**src/rtl/fetch_unit_pkg.sv**
```systemverilog
// Shared helpers for the decoupled fetch stage: pointer sizing and fetch stride.
package fetch_unit_pkg;

   // Pointer width for a power-of-two queue depth (at least 1 bit)
   function automatic int unsigned ptr_w(input int unsigned depth);
      return (depth > 1) ? $clog2(depth) : 1;
   endfunction

   // Byte stride between consecutive instruction words
   function automatic int unsigned fetch_incr(input int unsigned data_w);
      return data_w / 8;
   endfunction

endpackage

```
**src/rtl/fetch_unit_queue.sv**
```systemverilog
// Circular instruction queue with push, pop and flush; head entry read combinationally.
module fetch_queue
   import fetch_unit_pkg::*;
#(
   parameter int unsigned WIDTH = 64,
   parameter int unsigned DEPTH = 4
) (
   input  logic                      clk,
   input  logic                      rst,
   input  logic                      i_push,
   input  logic [WIDTH-1:0]          i_data,
   input  logic                      i_pop,
   input  logic                      i_flush,
   output logic [WIDTH-1:0]          o_data,
   output logic [ptr_w(DEPTH):0]     o_count,
   output logic                      o_full,
   output logic                      o_empty
);

   localparam int unsigned PW = ptr_w(DEPTH);
   localparam int unsigned CW = PW + 1;

   logic [WIDTH-1:0] r_mem [DEPTH];
   logic [PW-1:0]    r_head;
   logic [PW-1:0]    r_tail;
   logic [CW-1:0]    r_count;
   logic             w_push;
   logic             w_pop;

   assign w_pop  = i_pop && (r_count != '0);
   assign w_push = i_push && ((r_count != CW'(DEPTH)) || w_pop);

   // Pointers wrap naturally because DEPTH is a power of two
   always_ff @(posedge clk) begin
      if (!rst || i_flush) begin
         r_head  <= '0;
         r_tail  <= '0;
         r_count <= '0;
      end else begin
         if (w_push) r_tail <= r_tail + PW'(1);
         if (w_pop)  r_head <= r_head + PW'(1);
         r_count <= r_count + CW'(w_push) - CW'(w_pop);
      end
   end

   always_ff @(posedge clk) begin
      if (rst && !i_flush && w_push) r_mem[r_tail] <= i_data;
   end

   assign o_data  = r_mem[r_head];
   assign o_count = r_count;
   assign o_full  = (r_count == CW'(DEPTH));
   assign o_empty = (r_count == '0);

endmodule

```
**src/rtl/fetch_unit.sv**
```systemverilog
// Decoupled instruction fetch: credit-limited requests, in-order responses, redirect flush.
// Optional counters perf_fetched/perf_flushed/perf_starved when FETCH_UNIT_PERF_EN is defined.
module fetch_unit
   import fetch_unit_pkg::*;
#(
   parameter int unsigned        ADDR_W   = 32,
   parameter int unsigned        DATA_W   = 32,
   parameter int unsigned        DEPTH    = 4,
   parameter logic [ADDR_W-1:0]  RESET_PC = '0
) (
   input  logic              clk,
   input  logic              rst,
   output logic              imem_req,
   output logic [ADDR_W-1:0] imem_addr,
   input  logic              imem_ready,
   input  logic              imem_rvalid,
   input  logic [DATA_W-1:0] imem_rdata,
   input  logic              redirect_valid,
   input  logic [ADDR_W-1:0] redirect_pc,
   output logic              inst_valid,
   output logic [DATA_W-1:0] inst_data,
   output logic [ADDR_W-1:0] inst_pc,
   input  logic              inst_ready
`ifdef FETCH_UNIT_PERF_EN
   ,
   output logic [31:0]       perf_fetched,
   output logic [31:0]       perf_flushed,
   output logic [31:0]       perf_starved
`endif
);

   localparam int unsigned       PW   = ptr_w(DEPTH);
   localparam int unsigned       CW   = PW + 1;
   localparam int unsigned       SW   = CW + 1;
   localparam logic [ADDR_W-1:0] INCR = ADDR_W'(fetch_incr(DATA_W));

   logic [ADDR_W-1:0]        r_fetch_pc;
   logic [ADDR_W-1:0]        r_resp_pc;
   logic [CW-1:0]            r_outstanding;
   logic [CW-1:0]            r_drop;
   logic [CW-1:0]            w_count;
   logic                     w_full;
   logic                     w_empty;
   logic                     w_accept;
   logic                     w_rsp;
   logic                     w_keep;
   logic                     w_pop;
   logic [ADDR_W-1:0]        w_redirect_pc;
   logic [DATA_W+ADDR_W-1:0] w_head;

   // Thumb bit of the redirect target is discarded
   assign w_redirect_pc = {redirect_pc[ADDR_W-1:1], 1'b0};

   // Credit check: queued plus in-flight words never exceed the queue depth
   assign imem_req  = rst && !redirect_valid &&
                      ((SW'(w_count) + SW'(r_outstanding)) < SW'(DEPTH));
   assign imem_addr = r_fetch_pc;
   assign w_accept  = imem_req && imem_ready;
   assign w_rsp     = imem_rvalid && (r_outstanding != '0);
   assign w_keep    = w_rsp && !redirect_valid && (r_drop == '0);

   assign inst_valid          = rst && !w_empty;
   assign w_pop               = inst_valid && inst_ready;
   assign {inst_data, inst_pc} = w_head;

   always_ff @(posedge clk) begin
      if (!rst) begin
         r_fetch_pc    <= RESET_PC;
         r_resp_pc     <= RESET_PC;
         r_outstanding <= '0;
         r_drop        <= '0;
      end else begin
         r_outstanding <= r_outstanding + CW'(w_accept) - CW'(w_rsp);
         if (redirect_valid) begin
            // Everything still in flight after this cycle's response is stale
            r_fetch_pc <= w_redirect_pc;
            r_resp_pc  <= w_redirect_pc;
            r_drop     <= r_outstanding - CW'(w_rsp);
         end else begin
            if (w_accept) r_fetch_pc <= r_fetch_pc + INCR;
            if (w_keep)   r_resp_pc  <= r_resp_pc + INCR;
            if (w_rsp && (r_drop != '0)) r_drop <= r_drop - CW'(1);
         end
      end
   end

   fetch_queue #(
      .WIDTH (DATA_W + ADDR_W),
      .DEPTH (DEPTH)
   ) u_queue (
      .clk     (clk),
      .rst     (rst),
      .i_push  (w_keep),
      .i_data  ({imem_rdata, r_resp_pc}),
      .i_pop   (w_pop),
      .i_flush (redirect_valid),
      .o_data  (w_head),
      .o_count (w_count),
      .o_full  (w_full),
      .o_empty (w_empty)
   );

   a_no_orphan_rsp : assert property (@(posedge clk) disable iff (!rst)
      !(imem_rvalid && (r_outstanding == '0)))
      else $error("fetch_unit: response with no outstanding request");

   a_no_overflow : assert property (@(posedge clk) disable iff (!rst)
      !(w_keep && w_full && !w_pop))
      else $error("fetch_unit: push into a full queue");

`ifdef FETCH_UNIT_PERF_EN
   logic w_flushed;
   assign w_flushed = w_rsp && !w_keep;

   // Saturating event counters
   always_ff @(posedge clk) begin
      if (!rst) begin
         perf_fetched <= '0;
         perf_flushed <= '0;
         perf_starved <= '0;
      end else begin
         if (w_pop && (perf_fetched != '1))     perf_fetched <= perf_fetched + 32'd1;
         if (w_flushed && (perf_flushed != '1)) perf_flushed <= perf_flushed + 32'd1;
         if (!inst_valid && (perf_starved != '1)) perf_starved <= perf_starved + 32'd1;
      end
   end
`endif

endmodule

```
**config.mk**
```make
export PLATFORM = sky130hd
export DESIGN_NAME = fetch_unit
export DESIGN_NICKNAME = d
export VERILOG_FILES = /design/src/rtl/fetch_unit_pkg.sv /design/src/rtl/fetch_unit_queue.sv /design/src/rtl/fetch_unit.sv
export SDC_FILE = /design/constraint.sdc
export NUM_CORES = 1
export LEC_CHECK = 0
export CAP_MARGIN = 20
export CORE_UTILIZATION = 45
export CTS_CLUSTER_DIAMETER = 30
export DETAILED_ROUTE_END_ITERATION = 10
export PLACE_DENSITY = 0.63
export SLEW_MARGIN = 20
export SYNTH_ARGS = -nofsm -noshare
export SYNTH_HDL_FRONTEND = slang
export SYNTH_SLANG_ARGS = --single-unit
export TNS_END_PERCENT = 100
```
**constraint.sdc**
```tcl
create_clock -name clk -period 4 [get_ports clk]
set_clock_uncertainty 0.15 [all_clocks]
set_input_delay 0.6 -clock clk [delete_from_list [all_inputs] [get_ports clk]]
set_output_delay 0.6 -clock clk [all_outputs]
set_load 0.03 [all_outputs]
```
==> results of run 1 <==
## worst reg2reg max path, delay by kind of cell (launching register included)
family | cells | cell delay [ns]
XOR/XNOR | 2 | 0.32
adder cells (fa/ha/maj) | 4 | 1.18
AND/OR/NAND/NOR | 3 | 0.65
buffers and inverters | 2 | 0.23
flip-flops | 1 | 0.47
## cell type report
class | instances | area (sq um)
clock inverters | 38 | 343
repair buffers | 189 | 1910
well taps | 390 | 488
flip-flops and latches | 329 | 9110
clock buffers | 83 | 1850
fillers | 2273 | 11700
inverters | 19 | 71.3
multi-input cells | 525 | 4440
## how the worst min path moves through the flow
stage	from	end	slack, ns
after CTS	imem_addr[1]	imem_addr[1]	0.34
final	imem_addr[1]	imem_addr[1]	0.33
after global placement	imem_addr[1]	imem_addr[1]	0.33
after floorplan	r_resp_pc[1]	u_queue.r_mem[0][1]	0.31
after detailed placement	imem_addr[1]	imem_addr[1]	0.34
after global routing	imem_addr[1]	imem_addr[1]	0.37
## cell families (layout without fill, tap and decap cells)
group           count (synthesis)  count (layout)
compound gates                132             132
xor+xnor                       19              19
simple gates                  289             289
flops                         329             329
other cells                     1               2
fa+ha+maj                      18              18
buf+inv                        73             329
mux                            65              65
## cell usage after synthesis, types with 15 or more instances
library cell	number
sky130_fd_sc_hd__o211ai_1	15
sky130_fd_sc_hd__clkbuf_1	41
sky130_fd_sc_hd__o21ai_0	23
sky130_fd_sc_hd__and2_1	23
sky130_fd_sc_hd__and3_1	15
sky130_fd_sc_hd__nor3_1	17
sky130_fd_sc_hd__mux4_2	63
sky130_fd_sc_hd__inv_1	17
sky130_fd_sc_hd__dfxtp_1	77
sky130_fd_sc_hd__ha_1	16
sky130_fd_sc_hd__nand2_1	61
sky130_fd_sc_hd__nand4_1	29
sky130_fd_sc_hd__a21oi_1	24
sky130_fd_sc_hd__edfxtp_1	252
sky130_fd_sc_hd__nand3_1	41
sky130_fd_sc_hd__and4_1	15
sky130_fd_sc_hd__nor2_1	26
## stage by stage
| step | worst slack, ns | util, % | cell area, sq um |
|---|---|---|---|
| after CTS | 0.419 | 60.8 | 18200 |
| after global placement | 0.787 | 53.5 | 16000 |
| after floorplan | 0.472 | - | 13800 |
| final | 0.528 | 60.8 | 18200 |
| after detailed placement | 0.763 | 53.5 | 16000 |
| after global routing | 0.341 | 60.8 | 18200 |
## registers in the layout, summed over array words and instances (netlist names), named ones only
name,count
r_outstanding,3
u_queue.r_head,2
u_queue.o_count,3
imem_addr,31
r_drop,3
r_resp_pc,31
u_queue.r_tail,2
u_queue.r_mem,252
## layer usage
layer | track usage, % | vias to the layer above | share of wire [%] | wire length, um
li1 | - | 4167 | - | -
met1 | 29.1 | 4501 | 44 | 14200
met2 | 33.0 | 389 | 47 | 15300
met3 | 4.24 | 54 | 7.5 | 2430
met4 | 7.98 | 0 | 2.2 | 704
met5 | 0 | - | 0 | 0
## report_power, final
part           internal [uW]  switching (uW)
logic                    377             491
clock network           3530            1720
registers               3810             135
total                   7720            2350
==> summary by stage, run 1 <==
Placement
The half-perimeter wire length of the detailed placement result is 20.0 mm. In this run the tool buffered the top-level ports with 164 buffer cells. Routability-driven placement finished with a final weighted congestion of 0.873.

The number of placed cells counting well taps is 1,452.

Die
The vertical die dimension is 177 um. The initial core utilization is 46.2%. The core outline area is 30,000 sq um. During I/O placement, the number of pins put on the boundary was 168. The number of placement rows is 63.

The width of the die is 177 um. The die outline area is 31,400 sq um.

Layout
After the last flow step, the layout net total stands at 1,220. 0 antenna diodes ended up in the layout. The post-route netlist has 18.1% of its cells at a drive strength greater than 1. The area growth from synthesis to final layout is 31.8%.

The top cell types in the final layout, fill and taps aside, are 252 x sky130_fd_sc_hd__edfxtp_1, 162 x sky130_fd_sc_hd__clkdlybuf4s50_1, 75 x sky130_fd_sc_hd__dfxtp_1. The number of cells in the finished layout apart from fillers is 1,573. The library cell used most frequently in the layout, excluding fill and tap cells, is sky130_fd_sc_hd__edfxtp_1.

Critical path
The critical path contains buffers and inverters numbering 2 combined. Data arrives at the worst endpoint at 2.72 ns. The slack of the worst reg-to-reg path is 0.89 ns. The worst-case reg-to-reg path depth is 11.

The slowest stage cell on the critical path is sky130_fd_sc_hd__dfxtp_4. The delay of the slowest critical-path stage is 0.68 ns. The cell family contributing the most delay on the critical path is buffers and inverters.

The worst setup path endpoint is inst_data[7]. The highest net fanout along the worst path is 27. The worst setup path is captured at an output pin. STA puts the critical path data required time at 3.25 ns.

STA classifies the critical path startpoint as a flop. The critical path is of the flop to output pin type. In this run the critical register-to-register path is launched from r_outstanding[2].

The worst register-to-register path ends at r_outstanding[2]. The critical path goes through buf_12 > mux4_2 > clkdlybuf4s50_1. The cell count along the critical path is 3.

Clock network
The CTS buffer count is 68. Post-CTS repair changed the size of 0 cells. The total of hold buffers inserted after clock tree synthesis is 0. After clock tree synthesis, the clock-pin slew on the worst setup and hold paths is 0.05 ns. The clock reaches the later pin of the worst-skew pair after 0.55 ns. The longest clock path from root to sink contains 3 buffers. In this run the post-CTS setup repair buffer count came out at 0.

The H-tree depth reported by CTS is 3. The clock drives 329 sinks. The clock root buffer is sky130_fd_sc_hd__clkbuf_16.

TritonCTS built the clock tree.

GRT
Entering global routing, the biggest net connects 64 pins. The aggregate global-route resource usage is 21.1%. The final global-route overflow total is 0. The number of global-route vias before repair is 9,175.

The first global-routing pass estimated 50.6 mm of wire. The number of antenna violations at the first check in global routing was 0.

Synthesis
The compound-cell area share of the yosys netlist is 6.80%. Dividing the synthesized area by the synthesized cell count gives 14.9 sq um. The adder-cell share of the synthesized area is 1.74%. The cell type with the highest aggregate area in the netlist is sky130_fd_sc_hd__edfxtp_1.

In this run the biggest area consumer among cell types represents 54.7% of the synthesized area. In the synthesized netlist, the number of instances is 926. The post-synthesis share of cell area spent on and, or, nand and nor gates is 11.9%. Ranked by total cell area, the synthesized netlist is headed by sky130_fd_sc_hd__edfxtp_1 55%, sky130_fd_sc_hd__dfxtp_1 11%, sky130_fd_sc_hd__mux4_2 10%, sky130_fd_sc_hd__nand2_1 1.7%, sky130_fd_sc_hd__nand3_1 1.5%. The synthesized design contains 252 enable-type register cells. The flip-flop and latch count after synthesis is 329. The netlist uses 71 different library cells. The mapped cell area is 13,800 sq um. The post-synthesis sequential area ratio is 65.9%.

For this run, the leading register cell type out of synthesis is sky130_fd_sc_hd__edfxtp_1. During synthesis, Yosys emitted a total of 0 warnings. The proportion of synthesized area in mux cells is 10.4%. After synthesis, the share of flip-flops with an asynchronous set or reset is 0%. After synthesis, the largest family of logic cells by area is simple AND/OR/NAND/NOR gates. After Yosys synthesis, XOR and XNOR cells account for 1.20% of the synthesized area.

Power
The power after layout is 10,100 uW. Power spread over the standard cell area amounts to 553 nW/um^2. Across the VDD grid, the largest voltage drop is 0.288 mV.

The static power due to leakage is 0.00608 uW.

Timing
The clock period could shrink to 3.47 ns. For the pin with the worst max-slew slack, the measured transition is 0.961 ns. The final number of hold-violating endpoints is 0.

Adding up every negative setup slack in the final design gives 0 ns. The number of endpoints failing setup at the final stage is 0. Dividing the final minimum period by the clock period gives 86.8%.

The tightest hold margin is 0.331 ns. Setup repair after global routing left no endpoint under its margin. The number of pins with negative max-slew slack in the final report is 0. Headroom to the max-slew limit came out at 35.4%. The achievable clock frequency is 288 MHz.

Status
The run finished with clean final reports.

Drt
After detailed routing, the number of remaining DRC violations is 0. The per-cell via count in the routed design is 5.79. The final routed wire length divided by cell count is 20.7 um.

The count of vias placed by the detailed router is 9,111. The routed wire length is 32.6 mm. After the first detailed-routing iteration, the DRC count stood at 672.

The first TritonRoute pass finished after 5 iterations. The remaining antenna violation count after routing is 0.

Min path
The worst hold path belongs to the class flop to flop. The number of stages on the worst hold path is 2.

Job
Across the run, the number of max-cap violations was 0.
Note: power is estimated with default switching activity, not from simulation.
==> inputs of run 2 (changes only) <==
Settings changed: SLEW_MARGIN 20 to default.
==> results of run 2 <==
Same layout as run 1: the final DEF is identical, and so are final timing and power.
